$ cat config.mk
export PLATFORM = sky130hd
export DESIGN_NAME = clock_period_meter
export DESIGN_NICKNAME = d
export VERILOG_FILES = /design/src/rtl/clock_period_meter.sv
export SDC_FILE = /design/constraint.sdc
export NUM_CORES = 1
export LEC_CHECK = 0
export CAP_MARGIN = 30
export CORE_ASPECT_RATIO = 1.2
export CORE_MARGIN = 2
export CORE_UTILIZATION = 50
export CTS_CLUSTER_DIAMETER = 100
export DETAILED_ROUTE_END_ITERATION = 10
export GPL_ROUTABILITY_DRIVEN = 0
export GPL_TIMING_DRIVEN = 0
export PLACE_DENSITY = 0.77
export SLEW_MARGIN = 20
export SYNTH_ARGS = -nofsm -noshare
export SYNTH_HDL_FRONTEND = slang
export SYNTH_SLANG_ARGS = --single-unit
$ cat constraint.sdc
create_clock -name clk_in -period 3.85 [get_ports clk_in]
set_input_delay 0.5775 -clock clk_in [delete_from_list [all_inputs] [get_ports clk_in]]
set_output_delay 0.5775 -clock clk_in [all_outputs]
set_load 0.02 [all_outputs]
$ cat src/rtl/clock_period_meter.sv
// Measures the period (and optionally the high time) of an asynchronous square wave in clk_in cycles.
// Optional high-time capture is enabled by defining CLOCK_PERIOD_METER_HIGH_TIME_EN.
module clock_period_meter #(
  parameter int CNT_W       = 24,
  parameter int SYNC_STAGES = 2,
  parameter int TIMEOUT     = 2**24-1
) (
  input  logic             clk_in,
  input  logic             rst,
  input  logic             sig_in,
  output logic [CNT_W-1:0] period_out,
  output logic [CNT_W-1:0] high_out,
  output logic             valid,
  output logic             stalled
);

  localparam logic [CNT_W-1:0] TIMEOUT_C = CNT_W'(TIMEOUT);

  typedef enum logic [1:0] {IDLE, MEASURE, STALLED} state_t;

  state_t           state, state_nxt;
  logic [SYNC_STAGES-1:0] sync_q;
  logic             s, prev, rise;
  logic [CNT_W-1:0] cnt;
  logic             at_timeout;
  logic             sample, enter_stall, leave_stall;

  assign s          = sync_q[SYNC_STAGES-1];
  assign rise       = s & ~prev;
  assign at_timeout = (cnt == TIMEOUT_C);

  always_ff @(posedge clk_in or posedge rst) begin
    if (rst) begin
      sync_q <= '0;
      prev   <= 1'b0;
    end else begin
      sync_q <= {sync_q[SYNC_STAGES-2:0], sig_in};
      prev   <= s;
    end
  end

  // Counter restarts at 1 on every rise so it equals the period when the next rise arrives.
  always_ff @(posedge clk_in or posedge rst) begin
    if (rst)
      cnt <= '0;
    else if (rise)
      cnt <= CNT_W'(1);
    else if (!at_timeout)
      cnt <= cnt + CNT_W'(1);
  end

  always_ff @(posedge clk_in or posedge rst) begin
    if (rst)
      state <= IDLE;
    else
      state <= state_nxt;
  end

  always_comb begin
    state_nxt   = state;
    sample      = 1'b0;
    enter_stall = 1'b0;
    leave_stall = 1'b0;
    case (state)
      IDLE: begin
        if (rise) begin
          state_nxt = MEASURE;
        end else if (at_timeout) begin
          state_nxt   = STALLED;
          enter_stall = 1'b1;
        end
      end
      MEASURE: begin
        // A rise on the timeout cycle still completes a valid period.
        if (rise) begin
          sample = 1'b1;
        end else if (at_timeout) begin
          state_nxt   = STALLED;
          enter_stall = 1'b1;
        end
      end
      STALLED: begin
        if (rise) begin
          state_nxt   = MEASURE;
          leave_stall = 1'b1;
        end
      end
      default: state_nxt = IDLE;
    endcase
  end

  always_ff @(posedge clk_in or posedge rst) begin
    if (rst) begin
      period_out <= '0;
      valid      <= 1'b0;
      stalled    <= 1'b0;
    end else begin
      valid <= sample;
      if (sample)
        period_out <= cnt;
      if (enter_stall)
        stalled <= 1'b1;
      else if (leave_stall)
        stalled <= 1'b0;
    end
  end

`ifdef CLOCK_PERIOD_METER_HIGH_TIME_EN
  logic             fall;
  logic [CNT_W-1:0] hcap, high_q;

  assign fall = ~s & prev;

  // hcap clears on every rise, so a period without a fall reports a high time of 0.
  always_ff @(posedge clk_in or posedge rst) begin
    if (rst) begin
      hcap   <= '0;
      high_q <= '0;
    end else begin
      if (rise)
        hcap <= '0;
      else if (fall && state == MEASURE)
        hcap <= cnt;
      if (sample)
        high_q <= hcap;
    end
  end

  assign high_out = high_q;
`else
  assign high_out = '0;
`endif

endmodule

# After elaboration in Yosys (flattened, before gate mapping)
# Index checks and enable logic that the tools add are counted.
[word_totals]
reg_bits = 55
inputBits = 3
out_inout_bits = 50
[classes]
add_sub_neg = 1
n_eq_ne = 6
n_mux = 15
bitwise = 2
reduce_logical = 4
[ops]
columns = ["op", "n"]
rows = [
  ["24-bit two-way mux", 2],
  ["24-bit by 1-bit adder with 24-bit output (second input constant)", 1],
  ["24-bit == test (second input constant)", 1],
  ["1-bit two-way mux", 8],
  ["2-bit two-way mux", 4],
  ["2-bit inequality test (second input constant)", 3],
  ["2-bit case mux with 3 select lines", 1],
  ["2-bit by 1-bit == test with 1-bit output (second input constant)", 1],
  ["2-bit == test (second input constant)", 1],
  ["2-bit logical NOT", 1],
  ["2-bit AND reduction", 1],
  ["2-bit nonzero test", 1],
  ["2-bit OR reduction", 1],
  ["1-bit bitwise AND", 1],
  ["1-bit inverter", 1],
]

# Logic depth before layout (Yosys ltp)
# Gate-level depths: netlist (run 1).
[logic_depth]
depth_word = 6
ltp_mapped = 7
ltp_nobuf = 5

# Worst setup path after synthesis (run 1)
# OpenSTA, ideal clock, no wires.
[synth_path]
path_kind = "register to register"
start = "reg cnt[0]"
end = "reg cnt[16]"
t_arrival_ps = 1751
setup_slack_ps = 2021
stages_incl_launch_ff = 7
n_path_buf = 1
period_less_slack_ps = 1829
path_cell_list = "dfrtp_1 > ha_1 > nand2_1 > or3_1 > buf_2 > or4_1 > a21oi_1"
[synth_via]
elab_chain_len = 3
elab_cells_between_ends = 5
[synth_rtl]
columns = ["element", "line", "source"]
rows = [
  ["start, declared", "24", "logic [CNT_W-1:0] cnt;"],
  ["start signal, assigned", "49", "cnt <= cnt + CNT_W'(1);"],
  ["24-bit by 1-bit adder with 24-bit output", "49", ""],
  ["24-bit two-way mux", "48", "else if (!at_timeout)"],
  ["24-bit two-way mux", "46", "else if (rise)"],
]
# Parallel ways exist; a longest one is shown, timed or not. The select of a mux whose other input is x is not followed.
# A chain may end at the register's enable or synchronous reset.

# Final worst setup path (run 1)
[layout_path]
start = "reg prev"
end = "reg period_out[15]"
[layout_via]
elab_chain_len = 4
[layout_rtl]
columns = ["element", "line", "source"]
rows = [
  ["start, declared", "23", "logic s, prev, rise;"],
  ["start signal, assigned", "38", "prev <= s;"],
  ["1-bit inverter", "29", "assign rise = s & ~prev;"],
  ["1-bit bitwise AND", "29", ""],
  ["1-bit two-way mux", "75", "if (rise) begin"],
  ["1-bit two-way mux", "64", "case (state)"],
  ["end signal, assigned", "100", "period_out <= cnt;"],
  ["end, declared", "11", "output logic [CNT_W-1:0] period_out,"],
]
# Every way passes these cells.

==> reports/results.ini, run 1 <==
[run_status]
status = finished, final reports clean

[routing]
drt_iter0_drc = 124
ant_nets = 0
drc = 0
routed_wl_um = 5610
wl_per_cell_um = 15.0
vias_per_cell = 5.55
vias = 2077
drt-pass1-iter-count = 4

[floorplanning]
initial_utilization_pct = 51.9
num_rows = 29
dieArea_um2 = 6070
core_um2 = 5260
io_pins = 53
die-width_um = 71.4
fp.dieH_um = 84.9

[yosys]
yosysMostFrequentCell = dfrtp_1
synth_warnings = 0
yosys-top-cells-count = dfrtp_1, buf_4, mux2_2
synth_seq_cells = 55
yosys.area.top_type_share_pct = 50.4
synth.cell_area_um2 = 2730
synth_cell_types = 37
synth_seq_area_share_pct = 50.4
synthTopCellsByArea = dfrtp_1, mux2_2, buf_4
yosysTopAreaCell = dfrtp_1
synth_flop_cell = dfrtp_1
syn_avg_cell_area_um2 = 10.8
synth_edf_count = 0
async_reset_ff_share_pct = 100
synthCells = 252

[global_route]
grt_pass1_wl_um = 9340
grt_antenna_before_repair = 0
grt_pass1_vias = 1976
overflow = 0
grt_max_degree = 30
grt_use_total_pct = 19.5

[timing]
tns_ns = 0
max_slew_margin_pct = 58.2
worst_pin_slew_ns = 0.622
hold_viol_final = 0
maxSlewViolCount = 0
fmax_mhz = 446
fin_crit_ns = 2.24
rsz0062_at_grt = false
finalCritPeriodShare_pct = 58.3
setup_viol = 0
fin_skew_ns = 0.0121
fin_hold_ws_ns = 0.367

[clock_network]
root_buffer = clkbuf_8
path_clk_slew_ns = 0.09
numCtsBuffers = 5
post-cts-setup-buffer-count = 0
cts_sinks = 55
cts_resized = 0
clock_path_buffers = 2
cts_hold_buf = 0
clock_latency_ns = 0.32
cts_tree = yes
h-tree-depth = 2

[cells_and_area]
fin_nets = 315
post-route-util_pct = 62.9
drive_gt1_share_pct = 21.2
antenna_cells = 0
area_delta_synth_final_pct = 21.2
stdcell_count = 374

[worst_hold_path]
min-delay-path-class = reg2reg

[pwr]
vdd_drop_max_uv = 406
p_leak_uw = 0.00151
p_per_area_nw_per_um2 = 375

[worst_setup_path]
required_ns = 4.05
worstPathArrival_ns = 2.44
cp-start-kind = flop
crit_fanout = 10
cp-end-kind = flop
path_class = reg2reg

[placement]
dp_hpwl_um = 4070
port_buffers = 28
placed_cells = 366

[run]
cap_viol_max_count = 0

worst max-delay path, stage by stage, from the launching register on:
cell	delay [ns]
dfrtp_1	0.39
nand2b_1	0.15
clkbuf_1	0.28
nor3b_2	0.60
buf_2	0.36
mux2_2	0.36
stage by stage:
stage,setup WS (ns),instance area [µm²],total power (µW)
global placement,0.996,3170,852
floorplan,1.93,2820,792
finish,1.61,3310,1240
CTS,1.55,3310,1250
detailed placement,1.60,3190,861
global route,1.37,3310,1300
cell families (layout without fill, tap and decap cells):
family / count (synthesis) / in the layout / share of synthesized area (%)
buffers and inverters: 36 / 73 / 8.44
DFF: 55 / 55 / 50.4
AOI/OAI and AO/OA: 45 / 45 / 10.5
other: 1 / 24 / 0.137
adders and majority gates: 1 / 1 / 0.458
and+or+nand+nor: 80 / 80 / 16.4
muxes: 34 / 34 / 13.6
final cells by class:
cell class / count / area, µm²
fillers: 434 / 1950
flip-flops and latches: 55 / 1380
repair buffers: 29 / 300
clock buffers: 5 / 68.8
clock inverters: 3 / 46.3
inverters: 1 / 3.75
plain buffers: 35 / 226
well taps: 62 / 77.6
multi-input cells: 184 / 1210
cell usage in the layout, fill, tap and decap left out, drive strengths merged:
master	netlist	layout
dfrtp	55	55
buf	28	29
clkdlybuf4s50	0	28
mux2	24	24
conb	1	24
nand2	21	21
a21oi	14	14
nand2b	12	12
clkbuf	7	12
nand3	10	10
mux2i	10	10
o21ai	8	8
and3	6	6
a211oi	6	6
nand4	6	6
nor3	5	5
nor2	5	5
a31oi	4	4
or4	4	4
or3	3	3
o31ai	3	3
and4	3	3
nor4	3	3
o211ai	2	2
a21boi	2	2
inv	1	2
nor2b	1	1
a311oi	1	1
nor3b	1	1
a22oi	1	1
a31o	1	1
o311a	1	1
a41oi	1	1
o2111a	1	1
ha	1	1
clkinvlp	0	1
bufinv	0	1
metal layers:
layer / share of wire [%] / track usage (%)
met3: 5.8 / 4.16
met1: 41 / 24.4
met5: 0 / 0
met4: 1.3 / 9.09
met2: 52 / 32.2
where the power goes:
part           switching (µW)  leakage, µW  internal [µW]
combinational             103     0.000708           91.4
sequential               42.9     0.000743            613
clock                     193    0.0000548            196
final timing paths:
check                          start        endpoint  slack, ns  depth (start not counted)
max reg2reg                     prev  period_out[15]       1.61                          5
max in group asynchronous        rst   period_out[9]       2.66                          3
max                             prev  period_out[15]       1.61                          5
min in group asynchronous        rst          cnt[7]       0.63                          2
min reg2reg                sync_q[0]       sync_q[1]       0.37                          0
min                        sync_q[0]       sync_q[1]       0.37                          0
flip-flops by register name, indices dropped and copies added, names as in the netlist:
| name | cells |
|---|---|
| stalled | 1 |
| sync_q | 2 |
| period_out | 24 |
| state | 2 |
| cnt | 24 |
| valid | 1 |
| prev | 1 |
Power figures use the tool's default switching activity.
==> run 2, diff against run 1 <==
- CORE_UTILIZATION: 50 -> 47
- PLACE_DENSITY: 0.77 -> 0.76
- clock period: 3.85 -> 1.9 ns (I/O delays scaled with it)
==> reports/results.ini, run 2 (same netlist as run 1, synthesis figures left out) <==
[floorplanning]
io_pins = 53
dieArea_um2 = 6430
die-width_um = 73.6
fp.dieH_um = 87.5
initial_utilization_pct = 48.5
num_rows = 30
core_um2 = 5630

[routing]
routed_wl_um = 5840
highest_layer = met4
vias_per_cell = 5.53
wl_met2_um = 3010
wl_met1_um = 2470
wl_per_cell_um = 14.9
dr_wl_met3_um = 255
drt_iter0_drc = 136
drc = 0
vias = 2166
drt-pass1-iter-count = 4
ant_nets = 0

[worst_setup_path]
cp-start-kind = flop
worst-r2r-cell-count = 5
required_ns = 2.12
cp-end-kind = flop
slowest_stage = or4_1
worstPathArrival_ns = 2.09
reg2reg_slack_ns = 0.03
r2r-end = cnt[20]
rr_startpoint = cnt[2]
critPathTopFamily = simple AND/OR/NAND/NOR gates
crit_chain = nand4_4 > or3_1 > buf_6 > or4_1 > a21oi_1
path_class = reg2reg
crit_buf_inv = 1
crit_fanout = 9
cp_slowest_stage_delay_ns = 0.52

[clock_network]
h-tree-depth = 2
cts_hold_buf = 0
numCtsBuffers = 5
clock_latency_ns = 0.31
cts_tree = yes
clock_path_buffers = 2
path_clk_slew_ns = 0.10
root_buffer = clkbuf_8
cts_sinks = 55

[global_route]
grt_pass1_wl_um = 9530
grt_max_degree = 56
overflow = 0
grt_pass1_vias = 1936
grt_antenna_before_repair = 0
grt_use_total_pct = 19.1

[worst_hold_path]
min-delay-path-class = reg2reg
holdPathStages = 0
min_to = sync_q[1]
hold_start = sync_q[0]

[pwr]
p_leak_uw = 0.00162
power_uw = 2630
vdd_drop_max_uv = 527
p_per_area_nw_per_um2 = 746

[cells_and_area]
antenna_cells = 0
layout_commonest_cell = dfrtp_1
area_delta_synth_final_pct = 29.3
post-route-util_pct = 62.6
fin_nets = 331
reg_top3 = cnt (24), period_out (24)
final_cell_mix = dfrtp_1, buf_4, clkdlybuf4s50_1
drive_gt1_share_pct = 32.6

[timing]
worst_pin_slew_ns = 0.655
finalCritPeriodShare_pct = 98.4
fin_crit_ns = 1.87
hold_viol_final = 0
maxSlewViolCount = 0
setup_viol = 0
worst_slack_ns = 0.0305
max_slew_margin_pct = 56.3
fmax_mhz = 535
fin_hold_ws_ns = 0.356
fin_skew_ns = 0.00694

[placement]
dp_hpwl_um = 3860
post-place-ws_ns = -0.327
port_buffers = 28

[run_status]
status = finished, final reports clean

[run]
cap_viol_max_count = 0

==> run 2: cell types whose count changed in the layout (fill, tap and decap cells not counted), sizes merged <==
cell      change
buf          +19
clkbuf        -2
clkinv        +1
clkinvlp      -1
inv           -1
==> run 2: timing repair <==
action	4_1_cts	5_1_grt
setup endpoints to repair	46	20
resized for setup	18	17
pin swaps	3	3
gates cloned	0	0
buffers inserted	11	8
==> run 2: cell type report <==
class                           count  area [µm²]
Fill cell                         483        2100
Sequential cell                    55        1390
Multi-Input combinational cell    184        1280
Timing Repair Buffer               47         423
Buffer                             33         233
Clock buffer                        6        82.6
Tap cell                           64        80.1
Clock inverter                      2        35.0
Inverter                            1        6.26
==> run 2: layer usage <==
layer / vias up / track usage, %
met2: 67 / 31.1
met4: 0 / 5.79
li1: 1021 / -
met1: 1066 / 25.5
met3: 12 / 4.17
met5: - / 0
==> run 2: worst max-delay path by stage <==
| stage | cells past startpoint | to | from | slack (ns) |
|---|---|---|---|---|
| 2_1_floorplan | 6 | cnt[16] | cnt[0] | 0.07 |
| 3_3_place_gp | 2 | period_out[6] | rst | -0.70 |
| 3_5_place_dp | 5 | period_out[7] | prev | -0.33 |
| 4_1_cts | 5 | cnt[19] | cnt[16] | 0.004 |
| 5_1_grt | 5 | cnt[20] | cnt[5] | -0.03 |
| 6_report | 5 | cnt[20] | cnt[2] | 0.03 |
==> run 2: where the power goes <==
group / internal, µW / total [µW] / switching [µW] / leakage, µW
Combinational: 257 / 523 / 266 / 0.000828
Sequential: 1250 / 1310 / 64.6 / 0.000728
Clock: 427 / 795 / 369 / 0.0000612
Total: 1930 / 2630 / 699 / 0.00162
==> run 2: through the flow <==
step / instance area [µm²] / instances / TNS, ns
4_1_cts: 3430 / 385 / 0
6_report: 3530 / 392 / 0
5_1_grt: 3530 / 392 / -0.0699
3_3_place_gp: 3180 / 367 / -46.07
3_5_place_dp: 3180 / 367 / -9.82
2_1_floorplan: 2820 / 275 / 0
